**config.mk**
```make
export PLATFORM = sky130hd
export DESIGN_NAME = sha256_cfg_arbiter
export DESIGN_NICKNAME = d
export VERILOG_FILES = /design/src/rtl/sha256_pkg.sv /design/src/rtl/sha256_rr_picker.sv /design/src/rtl/sha256_cfg_arbiter.sv
export SDC_FILE = /design/constraint.sdc
export NUM_CORES = 1
export LEC_CHECK = 0
export CORE_MARGIN = 10
export CORE_UTILIZATION = 36
export CTS_CLUSTER_DIAMETER = 40
export DETAILED_ROUTE_END_ITERATION = 8
export GPL_TIMING_DRIVEN = 0
export PLACE_DENSITY = 0.79
export SLEW_MARGIN = 20
export SYNTH_ARGS = -nofsm -noshare
export SYNTH_HDL_FRONTEND = slang
export SYNTH_SLANG_ARGS = --single-unit
export TNS_END_PERCENT = 50
```
**constraint.sdc**
```tcl
create_clock -name clk -period 4.4 [get_ports clk]
set_clock_uncertainty 0.2 [all_clocks]
set_input_delay 1.32 -clock clk [delete_from_list [all_inputs] [get_ports clk]]
set_output_delay 1.32 -clock clk [all_outputs]
set_load 0.005 [all_outputs]
```
**src/rtl/sha256_pkg.sv**
```systemverilog
// rtl/sha256_pkg.sv - shared types and constants for the SHA-256 config path
package sha256_pkg;

   localparam int SIZE_W = 64;
   localparam int ID_W   = 6;

   typedef enum logic [1:0] {
      SCHEME_SHA256 = 2'd0,
      SCHEME_SHA224 = 2'd1,
      SCHEME_RAW    = 2'd2,
      SCHEME_RSVD   = 2'd3
   } scheme_e;

   typedef struct packed {
      logic [SIZE_W-1:0] size;
      logic [1:0]        scheme;
   } cfg_t;

   typedef enum logic {
      IDLE = 1'b0,
      LOCK = 1'b1
   } state_e;

endpackage

```
**src/rtl/sha256_rr_picker.sv**
```systemverilog
// rtl/sha256_rr_picker.sv - round-robin pick of the first eligible index at or after rr_ptr
module sha256_rr_picker #(
   parameter int  N  = 4,
   localparam int IW = $clog2(N)
) (
   input  logic [N-1:0]  eligible,
   input  logic [IW-1:0] rr_ptr,
   output logic [N-1:0]  grant_oh,
   output logic [IW-1:0] grant_idx,
   output logic          any
);

   always_comb begin
      logic [IW-1:0] idx;
      idx       = '0;
      grant_oh  = '0;
      grant_idx = '0;
      any       = 1'b0;
      // N is a power of two, so the index wraps naturally
      for (int k = 0; k < N; k++) begin
         idx = rr_ptr + IW'(k);
         if (!any && eligible[idx]) begin
            any           = 1'b1;
            grant_idx     = idx;
            grant_oh[idx] = 1'b1;
         end
      end
   end

endmodule

```
**src/rtl/sha256_cfg_arbiter.sv**
```systemverilog
// rtl/sha256_cfg_arbiter.sv - round-robin, batch-locked arbiter for the message builder cfg channel
module sha256_cfg_arbiter
   import sha256_pkg::*;
#(
   parameter int NUM_REQ = 4,
   parameter int ID_W    = sha256_pkg::ID_W,
   parameter int MAX_OUT = 4
) (
   input  logic                    clk,
   input  logic                    rst,
   input  logic                    en,
   input  logic                    sync_rst,
   input  logic [NUM_REQ*64-1:0]   req_cfg_size,
   input  logic [NUM_REQ*2-1:0]    req_cfg_scheme,
   input  logic [NUM_REQ-1:0]      req_cfg_last,
   input  logic [NUM_REQ-1:0]      req_cfg_valid,
   output logic [NUM_REQ-1:0]      req_cfg_ready,
   output logic [NUM_REQ*ID_W-1:0] req_id_next,
   output logic [63:0]             cfg_size,
   output logic [1:0]              cfg_scheme,
   output logic [ID_W-1:0]         cfg_id,
   output logic                    cfg_last,
   output logic                    cfg_valid,
   input  logic                    cfg_ready,
   input  logic [ID_W-1:0]         mon_id,
   input  logic                    mon_last,
   input  logic                    mon_valid,
   input  logic                    mon_ready,
   output logic                    err_underflow
);

   localparam int IDX_W = $clog2(NUM_REQ);
   localparam int SEQ_W = ID_W - IDX_W;
   localparam int CNT_W = $clog2(MAX_OUT + 1);
   localparam logic [CNT_W-1:0] MAX_CNT = CNT_W'(MAX_OUT);

   state_e             state_q, state_d;
   logic [IDX_W-1:0]   grant_idx_q, grant_idx_d;
   logic [NUM_REQ-1:0] grant_oh_q, grant_oh_d;
   logic [IDX_W-1:0]   rr_ptr_q, rr_ptr_d;
   logic [SEQ_W-1:0]   seq_q [NUM_REQ];
   logic [SEQ_W-1:0]   seq_d [NUM_REQ];
   logic [CNT_W-1:0]   out_q [NUM_REQ];
   logic [CNT_W-1:0]   out_d [NUM_REQ];
   cfg_t               cfg_q, cfg_d;
   logic [ID_W-1:0]    cfg_id_q, cfg_id_d;
   logic               cfg_last_q, cfg_last_d;
   logic               cfg_valid_q, cfg_valid_d;
   logic               err_q, err_d;

   logic [NUM_REQ-1:0] eligible;
   logic [NUM_REQ-1:0] pick_oh;
   logic [IDX_W-1:0]   pick_idx;
   logic               pick_any;
   logic               slot_free;
   logic               accept;
   logic               complete;
   logic [IDX_W-1:0]   cmp_idx;
   logic               unused_mon_seq;

   assign unused_mon_seq = ^mon_id[SEQ_W-1:0];

   always_comb begin
      eligible = '0;
      for (int i = 0; i < NUM_REQ; i++) begin
         eligible[i] = req_cfg_valid[i] & (out_q[i] < MAX_CNT) & en;
      end
   end

   sha256_rr_picker #(.N(NUM_REQ)) u_picker (
      .eligible  (eligible),
      .rr_ptr    (rr_ptr_q),
      .grant_oh  (pick_oh),
      .grant_idx (pick_idx),
      .any       (pick_any)
   );

   always_comb begin
      state_d       = state_q;
      grant_idx_d   = grant_idx_q;
      grant_oh_d    = grant_oh_q;
      rr_ptr_d      = rr_ptr_q;
      seq_d         = seq_q;
      out_d         = out_q;
      cfg_d         = cfg_q;
      cfg_id_d      = cfg_id_q;
      cfg_last_d    = cfg_last_q;
      cfg_valid_d   = cfg_valid_q;
      err_d         = err_q;
      req_cfg_ready = '0;
      slot_free     = out_q[grant_idx_q] < MAX_CNT;
      complete      = mon_valid & mon_ready & mon_last;
      cmp_idx       = mon_id[ID_W-1 -: IDX_W];

      if (state_q == IDLE) begin
         if (pick_any) begin
            grant_idx_d = pick_idx;
            grant_oh_d  = pick_oh;
            state_d     = LOCK;
         end
      end else if (en && slot_free && (!cfg_valid_q || cfg_ready)) begin
         req_cfg_ready = grant_oh_q;
      end

      accept = |(req_cfg_valid & req_cfg_ready);

      if (accept) begin
         cfg_d.size   = req_cfg_size[grant_idx_q*SIZE_W +: SIZE_W];
         cfg_d.scheme = req_cfg_scheme[grant_idx_q*2 +: 2];
         cfg_last_d   = req_cfg_last[grant_idx_q];
         cfg_id_d     = {grant_idx_q, seq_q[grant_idx_q]};
         cfg_valid_d  = 1'b1;
         seq_d[grant_idx_q] = seq_q[grant_idx_q] + SEQ_W'(1);
         if (req_cfg_last[grant_idx_q]) begin
            rr_ptr_d = grant_idx_q + IDX_W'(1);
            state_d  = IDLE;
         end
      end else if (cfg_valid_q && cfg_ready) begin
         cfg_valid_d = 1'b0;
      end

      // an accept and a completion on the same requester cancel out
      for (int i = 0; i < NUM_REQ; i++) begin
         if ((accept && grant_idx_q == IDX_W'(i)) && !(complete && cmp_idx == IDX_W'(i))) begin
            out_d[i] = out_q[i] + CNT_W'(1);
         end else if ((complete && cmp_idx == IDX_W'(i)) && !(accept && grant_idx_q == IDX_W'(i))) begin
            if (out_q[i] == '0) begin
               err_d = 1'b1;
            end else begin
               out_d[i] = out_q[i] - CNT_W'(1);
            end
         end
      end

      if (sync_rst) begin
         state_d     = IDLE;
         grant_idx_d = '0;
         grant_oh_d  = '0;
         rr_ptr_d    = '0;
         cfg_d       = '0;
         cfg_id_d    = '0;
         cfg_last_d  = 1'b0;
         cfg_valid_d = 1'b0;
         err_d       = 1'b0;
         for (int i = 0; i < NUM_REQ; i++) begin
            seq_d[i] = '0;
            out_d[i] = '0;
         end
      end
   end

   always_ff @(posedge clk or posedge rst) begin
      if (rst) begin
         state_q     <= IDLE;
         grant_idx_q <= '0;
         grant_oh_q  <= '0;
         rr_ptr_q    <= '0;
         cfg_q       <= '0;
         cfg_id_q    <= '0;
         cfg_last_q  <= 1'b0;
         cfg_valid_q <= 1'b0;
         err_q       <= 1'b0;
         for (int i = 0; i < NUM_REQ; i++) begin
            seq_q[i] <= '0;
            out_q[i] <= '0;
         end
      end else begin
         state_q     <= state_d;
         grant_idx_q <= grant_idx_d;
         grant_oh_q  <= grant_oh_d;
         rr_ptr_q    <= rr_ptr_d;
         cfg_q       <= cfg_d;
         cfg_id_q    <= cfg_id_d;
         cfg_last_q  <= cfg_last_d;
         cfg_valid_q <= cfg_valid_d;
         err_q       <= err_d;
         for (int i = 0; i < NUM_REQ; i++) begin
            seq_q[i] <= seq_d[i];
            out_q[i] <= out_d[i];
         end
      end
   end

   always_comb begin
      req_id_next = '0;
      for (int i = 0; i < NUM_REQ; i++) begin
         req_id_next[i*ID_W +: ID_W] = {IDX_W'(i), seq_q[i]};
      end
   end

   assign cfg_size      = cfg_q.size;
   assign cfg_scheme    = cfg_q.scheme;
   assign cfg_id        = cfg_id_q;
   assign cfg_last      = cfg_last_q;
   assign cfg_valid     = cfg_valid_q;
   assign err_underflow = err_q;

endmodule

```
==> metrics.log <==
INFO  metric design.final.nets = 1397
INFO  metric gp_congestion = 0.9018
INFO  metric grt_antenna_before_repair = 4
INFO  metric cp_delay_by_family_top = buffers and inverters
INFO  metric drc = 0
INFO  metric met3_wirelength = just over 3000 um
INFO  metric highest_metal_layer_with_signal_wires = met5
INFO  metric initial_core_util = 36.83%
INFO  metric syn2layout_area_growth = 62.01%
INFO  metric outcome = finished, final reports clean
INFO  metric synthDominantCellAreaShare = 38.71%
INFO  metric whs_endpoint = cfg_size[3]
INFO  metric dp_hpwl = 27610 um
INFO  metric ir_worst_vdd = 0.1758 mV
INFO  metric worstSetupPathType = primary input to output pin
INFO  metric critical_path_required = 2.88 ns
INFO  metric max_slew_margin = 39.28%
INFO  metric setup_violations = 0
INFO  metric worst_path_max_delay_cell = sky130_fd_sc_hd__clkdlybuf4s50_1
INFO  metric start_kind = primary input
INFO  metric met2RoutedLength = 17570 um
INFO  metric rsz_0062_raised_after_global_routing = no
INFO  metric yosysUniqueCellTypes = slightly below 60
INFO  metric post_route_fraction_of_the_period_consumed_by_the_critical_path = 97.59%
INFO  metric number_of_cells_produced_by_synthesis = 699
INFO  metric drv.max_cap_violation_count = 0
INFO  metric synth_sequential_area_ratio = 38.71%
INFO  metric cts.sink_count = 112
INFO  metric initialDrtViolationCount = 548
INFO  metric final_hold_vio_count = 0
INFO  metric hp_class = flop to flop
INFO  metric synth_area_leader_cell = sky130_fd_sc_hd__dfrtp_1
INFO  metric drtPass1Iterations = 7
INFO  metric reg2reg_depth = 12
INFO  metric rrSetupSlack = 0.35 ns
INFO  metric setup-tns-final = 0 ns
INFO  metric hold-worst-slack = 0.3249 ns
INFO  metric postSynth.asyncResetShare = 100.0%
INFO  metric seq_area = 2803 um^2
INFO  metric power_leakage = between 4 and 5 nW
INFO  metric mappedNetlistArea = 7239 um^2
INFO  metric worst_path_cell_trace = clkdlybuf4s50_1 -> nor2b_2 -> nor3_4 -> and2_1 -> clkdlybuf4s50_1
INFO  metric worst_slew_pin_slew = 0.9107 ns
INFO  metric crit_buf_inv = 2
INFO  metric clk-insertion-delay-late = 0.36 ns
INFO  metric dieArea = 26180 um^2
INFO  metric layout-drive-gt1-share = 12.37%
INFO  metric ioPinCount = a little under 400
INFO  metric grt_overflow = 0
INFO  metric tritoncts = yes
INFO  metric via_per_inst = 5.374
INFO  metric synth_enable_flop_cells = 0
INFO  metric report.final.slew_viol_count = 0
INFO  metric timing.hold.worst.start = cfg_size[3]
INFO  metric htree_levels = 3
INFO  metric detailroute.via_count = ~7400
INFO  metric maximum_number_of_pins_on_one_net_before_global_route_repair = 35
INFO  metric timing.rr.start = grant_idx_q[1]
INFO  metric die_h = 161.8 um
INFO  metric yosys-top-cells-area = sky130_fd_sc_hd__dfrtp_1 39%, sky130_fd_sc_hd__mux4_2 22%, sky130_fd_sc_hd__nand2_1 7.9%
INFO  metric fill_cells = 1680
INFO  metric fmax = 232.9 MHz
INFO  metric portBuffers = about 380
INFO  metric max_fo_critical_path = 5
INFO  metric cts_buffer_depth = 2
INFO  metric gr_usage_total = about a quarter
INFO  metric routed_wl = between 30000 and 40000 um
INFO  metric syn_area_per_cell = slightly above 10 um^2
INFO  metric clock-root-buffer = sky130_fd_sc_hd__clkbuf_16
INFO  metric reg2reg_to = out_q[11]
INFO  metric multi_input_area = 4100 um^2
INFO  metric postRouteAntennaNets = 0
INFO  metric postSynthRegisterBits = about 110
INFO  metric detail_route.wl_per_cell = ~24 um
INFO  metric critical_path_arrival = 2.77 ns
INFO  metric endpoint_kind = output pin
INFO  metric ys.warnings.count = 0
INFO  metric placementRows = 51
INFO  metric critical_path_cell_count = 5
INFO  metric fp.coreArea = between 15000 and 20000 um^2
INFO  metric cts_setup_buffers = 0
INFO  metric max_stage_delay = 0.45 ns
INFO  metric grt_pass1_vias = 7875
INFO  metric grt_pass1_wl = 48930 um
INFO  metric path_common_cell = sky130_fd_sc_hd__clkdlybuf4s50_1
INFO  metric yosys_most_used_dff = sky130_fd_sc_hd__dfrtp_1
INFO  metric cts_inserted_buffers = 9
INFO  metric routedLengthMet1 = 11950 um
INFO  metric worstHoldPathCells = 2
INFO  metric final.min_clock_period = 4.294 ns
INFO  metric chipWidth = 161.8 um
INFO  metric clk_transition_reported_paths = 0.07 ns
INFO  metric p_per_area = 231.6 nW/um^2
[repair_timing]
| action | CTS | global route |
|---|---|---|
| cloned | 0 | 0 |
| hold buffers | 0 | 0 |
| setup endpoints to repair | 6 | 4 |
| resized for setup | 5 | 1 |
| pin swaps | 0 | 0 |
[Yosys cell counts, types with 3 or more instances]
| cell | instances |
|---|---|
| sky130_fd_sc_hd__nor2b_1 | 5 |
| sky130_fd_sc_hd__or2_2 | 3 |
| sky130_fd_sc_hd__clkbuf_1 | 37 |
| sky130_fd_sc_hd__and4b_1 | 3 |
| sky130_fd_sc_hd__dfrtp_1 | 112 |
| sky130_fd_sc_hd__nand3_1 | 9 |
| sky130_fd_sc_hd__inv_1 | 17 |
| sky130_fd_sc_hd__o21ai_0 | 9 |
| sky130_fd_sc_hd__mux2i_1 | 5 |
| sky130_fd_sc_hd__a211oi_1 | 21 |
| sky130_fd_sc_hd__o21a_1 | 3 |
| sky130_fd_sc_hd__nor3_1 | 14 |
| sky130_fd_sc_hd__a311oi_1 | 4 |
| sky130_fd_sc_hd__ha_1 | 13 |
| sky130_fd_sc_hd__nor2_1 | 28 |
| sky130_fd_sc_hd__buf_4 | 8 |
| sky130_fd_sc_hd__nor3b_1 | 4 |
| sky130_fd_sc_hd__a221oi_1 | 7 |
| sky130_fd_sc_hd__fa_1 | 4 |
| sky130_fd_sc_hd__and2_1 | 10 |
| sky130_fd_sc_hd__mux4_2 | 72 |
| sky130_fd_sc_hd__and3b_1 | 4 |
| sky130_fd_sc_hd__nand2_1 | 152 |
| sky130_fd_sc_hd__buf_2 | 17 |
| sky130_fd_sc_hd__mux2_2 | 3 |
| sky130_fd_sc_hd__a21oi_1 | 87 |
| sky130_fd_sc_hd__a22oi_1 | 3 |
| sky130_fd_sc_hd__and3_1 | 4 |
| sky130_fd_sc_hd__or3_1 | 5 |
[final cells by class]
class | count | share of cell area (%)
tap | 265 | 2.827
antenna | 4 | 0.08534
clock buffer | 11 | 2.070
multi-input combinational | 511 | 34.96
clock inverter | 5 | 0.3734
inverter | 17 | 0.5761
buffer | 65 | 2.678
timing repair buffer | 378 | 32.54
sequential | 112 | 23.90
[how the worst max path moves through the flow]
stage | from | to | slack (ns)
detailed placement | en | req_cfg_ready[1] | -0.15
global route | grant_idx_q[1] | out_q[11] | 0.03
floorplan | cfg_ready | req_cfg_ready[0] | 1.02
finish | cfg_ready | req_cfg_ready[1] | 0.11
CTS | en | req_cfg_ready[1] | 0.03
global placement | en | req_cfg_ready[0] | -0.14
[cell usage in the layout, fill, tap and decap left out, types with 3 or more instances in the layout]
master                            instances
sky130_fd_sc_hd__a211oi_1                21
sky130_fd_sc_hd__a21oi_1                 87
sky130_fd_sc_hd__a221oi_1                 7
sky130_fd_sc_hd__a22oi_1                  3
sky130_fd_sc_hd__a311oi_1                 4
sky130_fd_sc_hd__and2_1                  10
sky130_fd_sc_hd__and3_1                   4
sky130_fd_sc_hd__and3b_1                  4
sky130_fd_sc_hd__and4b_1                  3
sky130_fd_sc_hd__buf_12                   3
sky130_fd_sc_hd__buf_2                   17
sky130_fd_sc_hd__buf_4                    8
sky130_fd_sc_hd__clkbuf_1                36
sky130_fd_sc_hd__clkbuf_16                9
sky130_fd_sc_hd__clkbuf_2                 3
sky130_fd_sc_hd__clkdlybuf4s50_1        374
sky130_fd_sc_hd__conb_1                   8
sky130_fd_sc_hd__dfrtp_1                112
sky130_fd_sc_hd__diode_2                  4
sky130_fd_sc_hd__fa_1                     4
sky130_fd_sc_hd__ha_1                    13
sky130_fd_sc_hd__inv_1                   16
sky130_fd_sc_hd__inv_6                    4
sky130_fd_sc_hd__mux2_2                   3
sky130_fd_sc_hd__mux2i_1                  5
sky130_fd_sc_hd__mux4_2                  72
sky130_fd_sc_hd__nand2_1                151
sky130_fd_sc_hd__nand3_1                  9
sky130_fd_sc_hd__nor2_1                  28
sky130_fd_sc_hd__nor2b_1                  4
sky130_fd_sc_hd__nor3_1                  13
sky130_fd_sc_hd__nor3b_1                  4
sky130_fd_sc_hd__o21a_1                   3
sky130_fd_sc_hd__o21ai_0                  9
sky130_fd_sc_hd__or2_2                    3
sky130_fd_sc_hd__or3_1                    5
[state kept, by name (all words and copies together), names as in the netlist, 2 cells and up]
signal and cells:
cfg_id 6, cfg_scheme 2, cfg_size 64, grant_idx_q 2, grant_oh_q 4, out_q 12
req_id_next 16, rr_ptr_q 2
[power by group]
part | total [mW] | switching, mW | internal (mW)
clock | 0.820 | 0.410 | 0.411
combinational | 0.802 | 0.329 | 0.473
sequential | 1.09 | 0.0286 | 1.07
[stage by stage]
step                      instances  total power [mW]  instance area [um^2]  setup slack (ns)  utilization (%)
after floorplan                 705             1.468                  7266             1.024                -
after global placement         1345             1.897                 11350           -0.1436            57.75
after detailed placement       1348             1.915                 11410           -0.1501            58.06
after CTS                      1364             2.729                 11720           0.03448            59.61
after global routing           1367             2.820                 11730           0.03273            59.66
final                          1368             2.716                 11730            0.1059            59.68
[routing by layer]
metal | GRT usage, % | vias to the layer above
met5 | 0 | -
met4 | 6.203 | 2
met3 | 8.215 | 38
met2 | 44.16 | 346
met1 | 27.57 | 3632
li1 | - | 3333
[cell families (layout without fill, tap and decap cells)]
family / Yosys count / after routing / share of synthesized area, %
AO/OA/AOI/OAI: 154 / 154 / 13.31
XOR/XNOR: 2 / 2 / 0.2420
adder cells (fa/ha/maj): 17 / 17 / 3.353
buffers and inverters: 82 / 476 / 5.185
flip-flops: 112 / 112 / 38.71
multiplexers: 80 / 80 / 23.56
other: 2 / 12 / 0.1037
AND/OR/NAND/NOR: 250 / 250 / 15.54
[worst min-delay path, cell delays in order (launching register included)]
cell and delay [ns]:
sky130_fd_sc_hd__dfrtp_1 0.38, sky130_fd_sc_hd__nand2_1 0.06, sky130_fd_sc_hd__a21oi_1 0.05
(Power assumes the default switching activity.)
==> patch 1, RTL diff (config.mk and constraints unchanged) <==
Add an input register stage for `req_cfg_size`, `req_cfg_scheme`, `req_cfg_last`, `req_cfg_valid` and `cfg_ready`, without a reset; this delays them by one clock. The other inputs are not delayed to match.
--- a/src/rtl/sha256_cfg_arbiter.sv
+++ b/src/rtl/sha256_cfg_arbiter.sv
@@ -36,2 +36,16 @@
 
+   logic [NUM_REQ*64-1:0] req_cfg_size_q;
+   logic [NUM_REQ*2-1:0] req_cfg_scheme_q;
+   logic [NUM_REQ-1:0] req_cfg_last_q;
+   logic [NUM_REQ-1:0] req_cfg_valid_q;
+   logic cfg_ready_q;
+
+   always_ff @(posedge clk) begin
+      req_cfg_size_q   <= req_cfg_size;
+      req_cfg_scheme_q <= req_cfg_scheme;
+      req_cfg_last_q   <= req_cfg_last;
+      req_cfg_valid_q  <= req_cfg_valid;
+      cfg_ready_q      <= cfg_ready;
+   end
+
    state_e             state_q, state_d;
@@ -65,3 +79,3 @@
       for (int i = 0; i < NUM_REQ; i++) begin
-         eligible[i] = req_cfg_valid[i] & (out_q[i] < MAX_CNT) & en;
+         eligible[i] = req_cfg_valid_q[i] & (out_q[i] < MAX_CNT) & en;
       end
@@ -100,3 +114,3 @@
          end
-      end else if (en && slot_free && (!cfg_valid_q || cfg_ready)) begin
+      end else if (en && slot_free && (!cfg_valid_q || cfg_ready_q)) begin
          req_cfg_ready = grant_oh_q;
@@ -104,8 +118,8 @@
 
-      accept = |(req_cfg_valid & req_cfg_ready);
+      accept = |(req_cfg_valid_q & req_cfg_ready);
 
       if (accept) begin
-         cfg_d.size   = req_cfg_size[grant_idx_q*SIZE_W +: SIZE_W];
-         cfg_d.scheme = req_cfg_scheme[grant_idx_q*2 +: 2];
-         cfg_last_d   = req_cfg_last[grant_idx_q];
+         cfg_d.size   = req_cfg_size_q[grant_idx_q*SIZE_W +: SIZE_W];
+         cfg_d.scheme = req_cfg_scheme_q[grant_idx_q*2 +: 2];
+         cfg_last_d   = req_cfg_last_q[grant_idx_q];
          cfg_id_d     = {grant_idx_q, seq_q[grant_idx_q]};
@@ -113,3 +127,3 @@
          seq_d[grant_idx_q] = seq_q[grant_idx_q] + SEQ_W'(1);
-         if (req_cfg_last[grant_idx_q]) begin
+         if (req_cfg_last_q[grant_idx_q]) begin
             rr_ptr_d = grant_idx_q + IDX_W'(1);
@@ -117,3 +131,3 @@
          end
-      end else if (cfg_valid_q && cfg_ready) begin
+      end else if (cfg_valid_q && cfg_ready_q) begin
          cfg_valid_d = 1'b0;
Formal check against the unedited RTL: not equivalent (a bounded check fails within 4 cycles, from zero or initial values and one cycle with rst high).
==> patch 1 against the original RTL <==
First-iteration DRC count fell by 8.6%; total power rose to 3.1 times the old value; core utilization is 5.4 points lower; sequential cell count rose by 273; worst hold slack worse by 0.0069 ns; sequential share of layout area increased by 20 points; wire length is 21% higher; combinational power fell by 16%; area after synthesis up 76%; cell area grew 61%; setup slack improved by 0.17 ns; critical path depth did not move; critical path type is now reg2out; critical endpoint is now req_cfg_ready[0]; largest cell class is now flip-flops and latches.
==> patch 1: results <==
[critical_path]
crit_path_max_fanout = 4
ff2ff_setup_slack_ns = 0.37
worstSetupStartpoint = "grant_idx_q[0]"
regToRegEndpoint = "out_q[8]"

[synth]
ys_top_cells_by_count = "273 x dfxtp_1, 157 x nand2_1, 112 x dfrtp_1, 91 x a21oi_1, 73 x mux4_2"
synth_cell_types = 55
synth-compound-area-share_pct = 6.90
synthAdderAreaFrac_pct = 1.90
yosysSeqAreaShare_pct = 64.8
muxShareOfSynthArea_pct = 14.0
synthXorXnorAreaFrac_pct = 0.137
synthTopCellsByArea = "dfxtp_1 43%, dfrtp_1 22%, mux4_2 13%"

[global_route]
grt_use_total_pct = 18.1
antenna_found_initial = 2

[finish]
fin_cells = 1917
layout.nets = 1723
largest_register_ffs = 256
post_route_cells_drive_above_1_share_pct = 13.2

[power_and_ir_drop]
p_leak_nw = 7.40
peakVddDrop_v = 0.000355
clockPowerShare_pct = 47.7

[timing]
final.setup.worst_slack_ns = 0.272
whs_ns = 0.318
worst_pin_slew_ns = 0.994

[clocking]
clk_latency_ns = 0.57

[min_path]
min_to = "cfg_size[48]"

[placement]
pre_cts_ws_ns = -0.204

[run_status]
outcome = "complete, no violations"
patch 1: changes by cell type after synthesis, moves of 6 or more:
| cell | change |
|---|---|
| nor2_1 | +12 |
| a221oi_1 | -7 |
| a211oi_1 | -10 |
| buf_2 | -10 |
| mux2i_1 | +6 |
| dfxtp_1 | +273 |
| buf_1 | +9 |
| nand2b_1 | +6 |
patch 1: metal layers:
metal / share of wire, % / up-vias
met5: 0 / -
met4: 2.9 / 0
met3: 6.7 / 70
met2: 54 / 307
met1: 37 / 4651
li1: - / 4307
patch 1: critical path: stages (launching register included):
cell             delay (ns)
dfrtp_1                0.39
buf_6                  0.15
mux4_2                 0.57
nor3_2                 0.27
and2_1                 0.16
clkdlybuf4s50_1        0.51
patch 1: cell type report:
class	count	area share (%)
antenna	2	0.0265
buffer	62	1.55
clock buffer	61	7.30
clock inverter	31	1.55
inverter	17	0.358
multi-input combinational	526	22.1
sequential	385	43.9
tap	455	3.02
timing repair buffer	378	20.2
==> patch 2, RTL diff (config.mk and constraints unchanged) <==
Without the edit above. Set the parameter `NUM_REQ` to 2 (it was 4).
--- a/src/rtl/sha256_cfg_arbiter.sv
+++ b/src/rtl/sha256_cfg_arbiter.sv
@@ -4,3 +4,3 @@
 #(
-   parameter int NUM_REQ = 4,
+   parameter int NUM_REQ = 2,
    parameter int ID_W    = sha256_pkg::ID_W,
Ports: changed (6 resized); port bits go from 389 to 239. The function was not compared with the original's and may differ.
==> patch 2 against the original RTL <==
Combinational power shrank 61%; cell count down 34%; total power down 27%; area after synthesis shrank 32%; setup slack lost 0.033 ns; sequential cell count is 16 lower; non-clock buffer count decreased by 167; wire length decreased by 47%; cell area shrank 34%; critical endpoint unchanged; largest cell class unchanged.
==> patch 2: results <==
[run_status]
outcome = "complete, no violations"

[drt]
viasPerCell = 5.11
drt_iter0_markers = 223
firstDrtPassIters = 4
num_vias = 4587
dr_wl_met2_um = 8980
met3_length_um = 1290
wire_per_inst_um = 19.6
drt-met1-wl_um = 6960
highest_layer = "met4"

[finish]
antennaDiodeCount = 0
inv_count = 8
nonClkBufAreaFrac_pct = 32.9
n_fill_cell = 1180
clkCellAreaFrac_pct = 3.71
post_route_cells_drive_above_1_share_pct = 7.21
layout.nets = 869
n_all_buffers = 276
utilization_pct = 58.4
multi_input_area_um2 = 2280
nClkBuffers = 10
seq_cell_count = 96

[placement]
pre_cts_ws_ns = -0.140
placedCellCount = 881
place_area_um2 = 7500
routabilityCongestion = 0.922
hpwl_um = 13800
port_buffers = 231

[global_route]
grt_use_total_pct = 18.2
antenna_found_initial = 0
grt_pass1_vias = 5033
grt.met1_usage_pct = 21.1
grt_max_degree = 66
grtUsageMet2_pct = 31.9
use_met3_pct = 4.40
grt_pass1_wl_um = 27200

[power_and_ir_drop]
p_leak_nw = 3.03
powerComb_w = 0.000313
peakVddDrop_v = 0.000195
p_clk_w = 0.000775
power_w = 0.00199

[synth]
synthAdderAreaFrac_pct = 1.07
muxShareOfSynthArea_pct = 16.5
synth-compound-area-share_pct = 15.0
synthXorXnorAreaFrac_pct = 0.710
syn_nets = 626
netlist_instances = 473
synth_cell_types = 43
ys_top_cells_by_count = "96 x dfrtp_1, 88 x nor2_1, 77 x mux2i_1, 72 x a211oi_1, 19 x clkbuf_1"
synthTopCellsByArea = "dfrtp_1 49%, mux2i_1 16%, a211oi_1 11%"
yosysSeqAreaShare_pct = 48.7

[floorplanning]
num_rows = 42

[timing]
worst_pin_slew_ns = 0.772
final.setup.worst_slack_ns = 0.0726

[clocking]
clk_latency_ns = 0.33

[critical_path]
arrival_ns = 2.81
crit_family = "buffers and inverters"
[patch 2: cell count changes in the layout (fill, tap and decap cells not counted), moves of 9 or more]
cell	unedited run	this run
clkdlybuf4s50_1	374	230
mux2i_1	5	77
a211oi_1	21	71
nand2_1	151	5
nor2_1	28	88
inv_1	16	7
nor3_1	13	2
clkbuf_1	36	20
ha_1	13	1
a21oi_1	87	11
dfrtp_1	112	96
mux4_2	72	0
[patch 2: final timing paths]
check                                         to  slack (ns)  depth (start not counted)          start
worst max-delay path            req_cfg_ready[1]        0.07                          5      cfg_ready
worst min-delay path               grant_oh_q[1]        0.31                          1  grant_oh_q[1]
worst max register to register          out_q[4]        1.59                          8       out_q[5]
worst min register to register     grant_oh_q[1]        0.31                          1  grant_oh_q[1]
max in group asynchronous         req_id_next[3]        2.23                          3            rst
min in group asynchronous           cfg_size[29]        1.14                          2            rst
[patch 2: repair_timing]
action,in CTS,in global routing
gates resized for setup,4,0
endpoints found under the hold margin,0,0
setup endpoints to repair,2,0
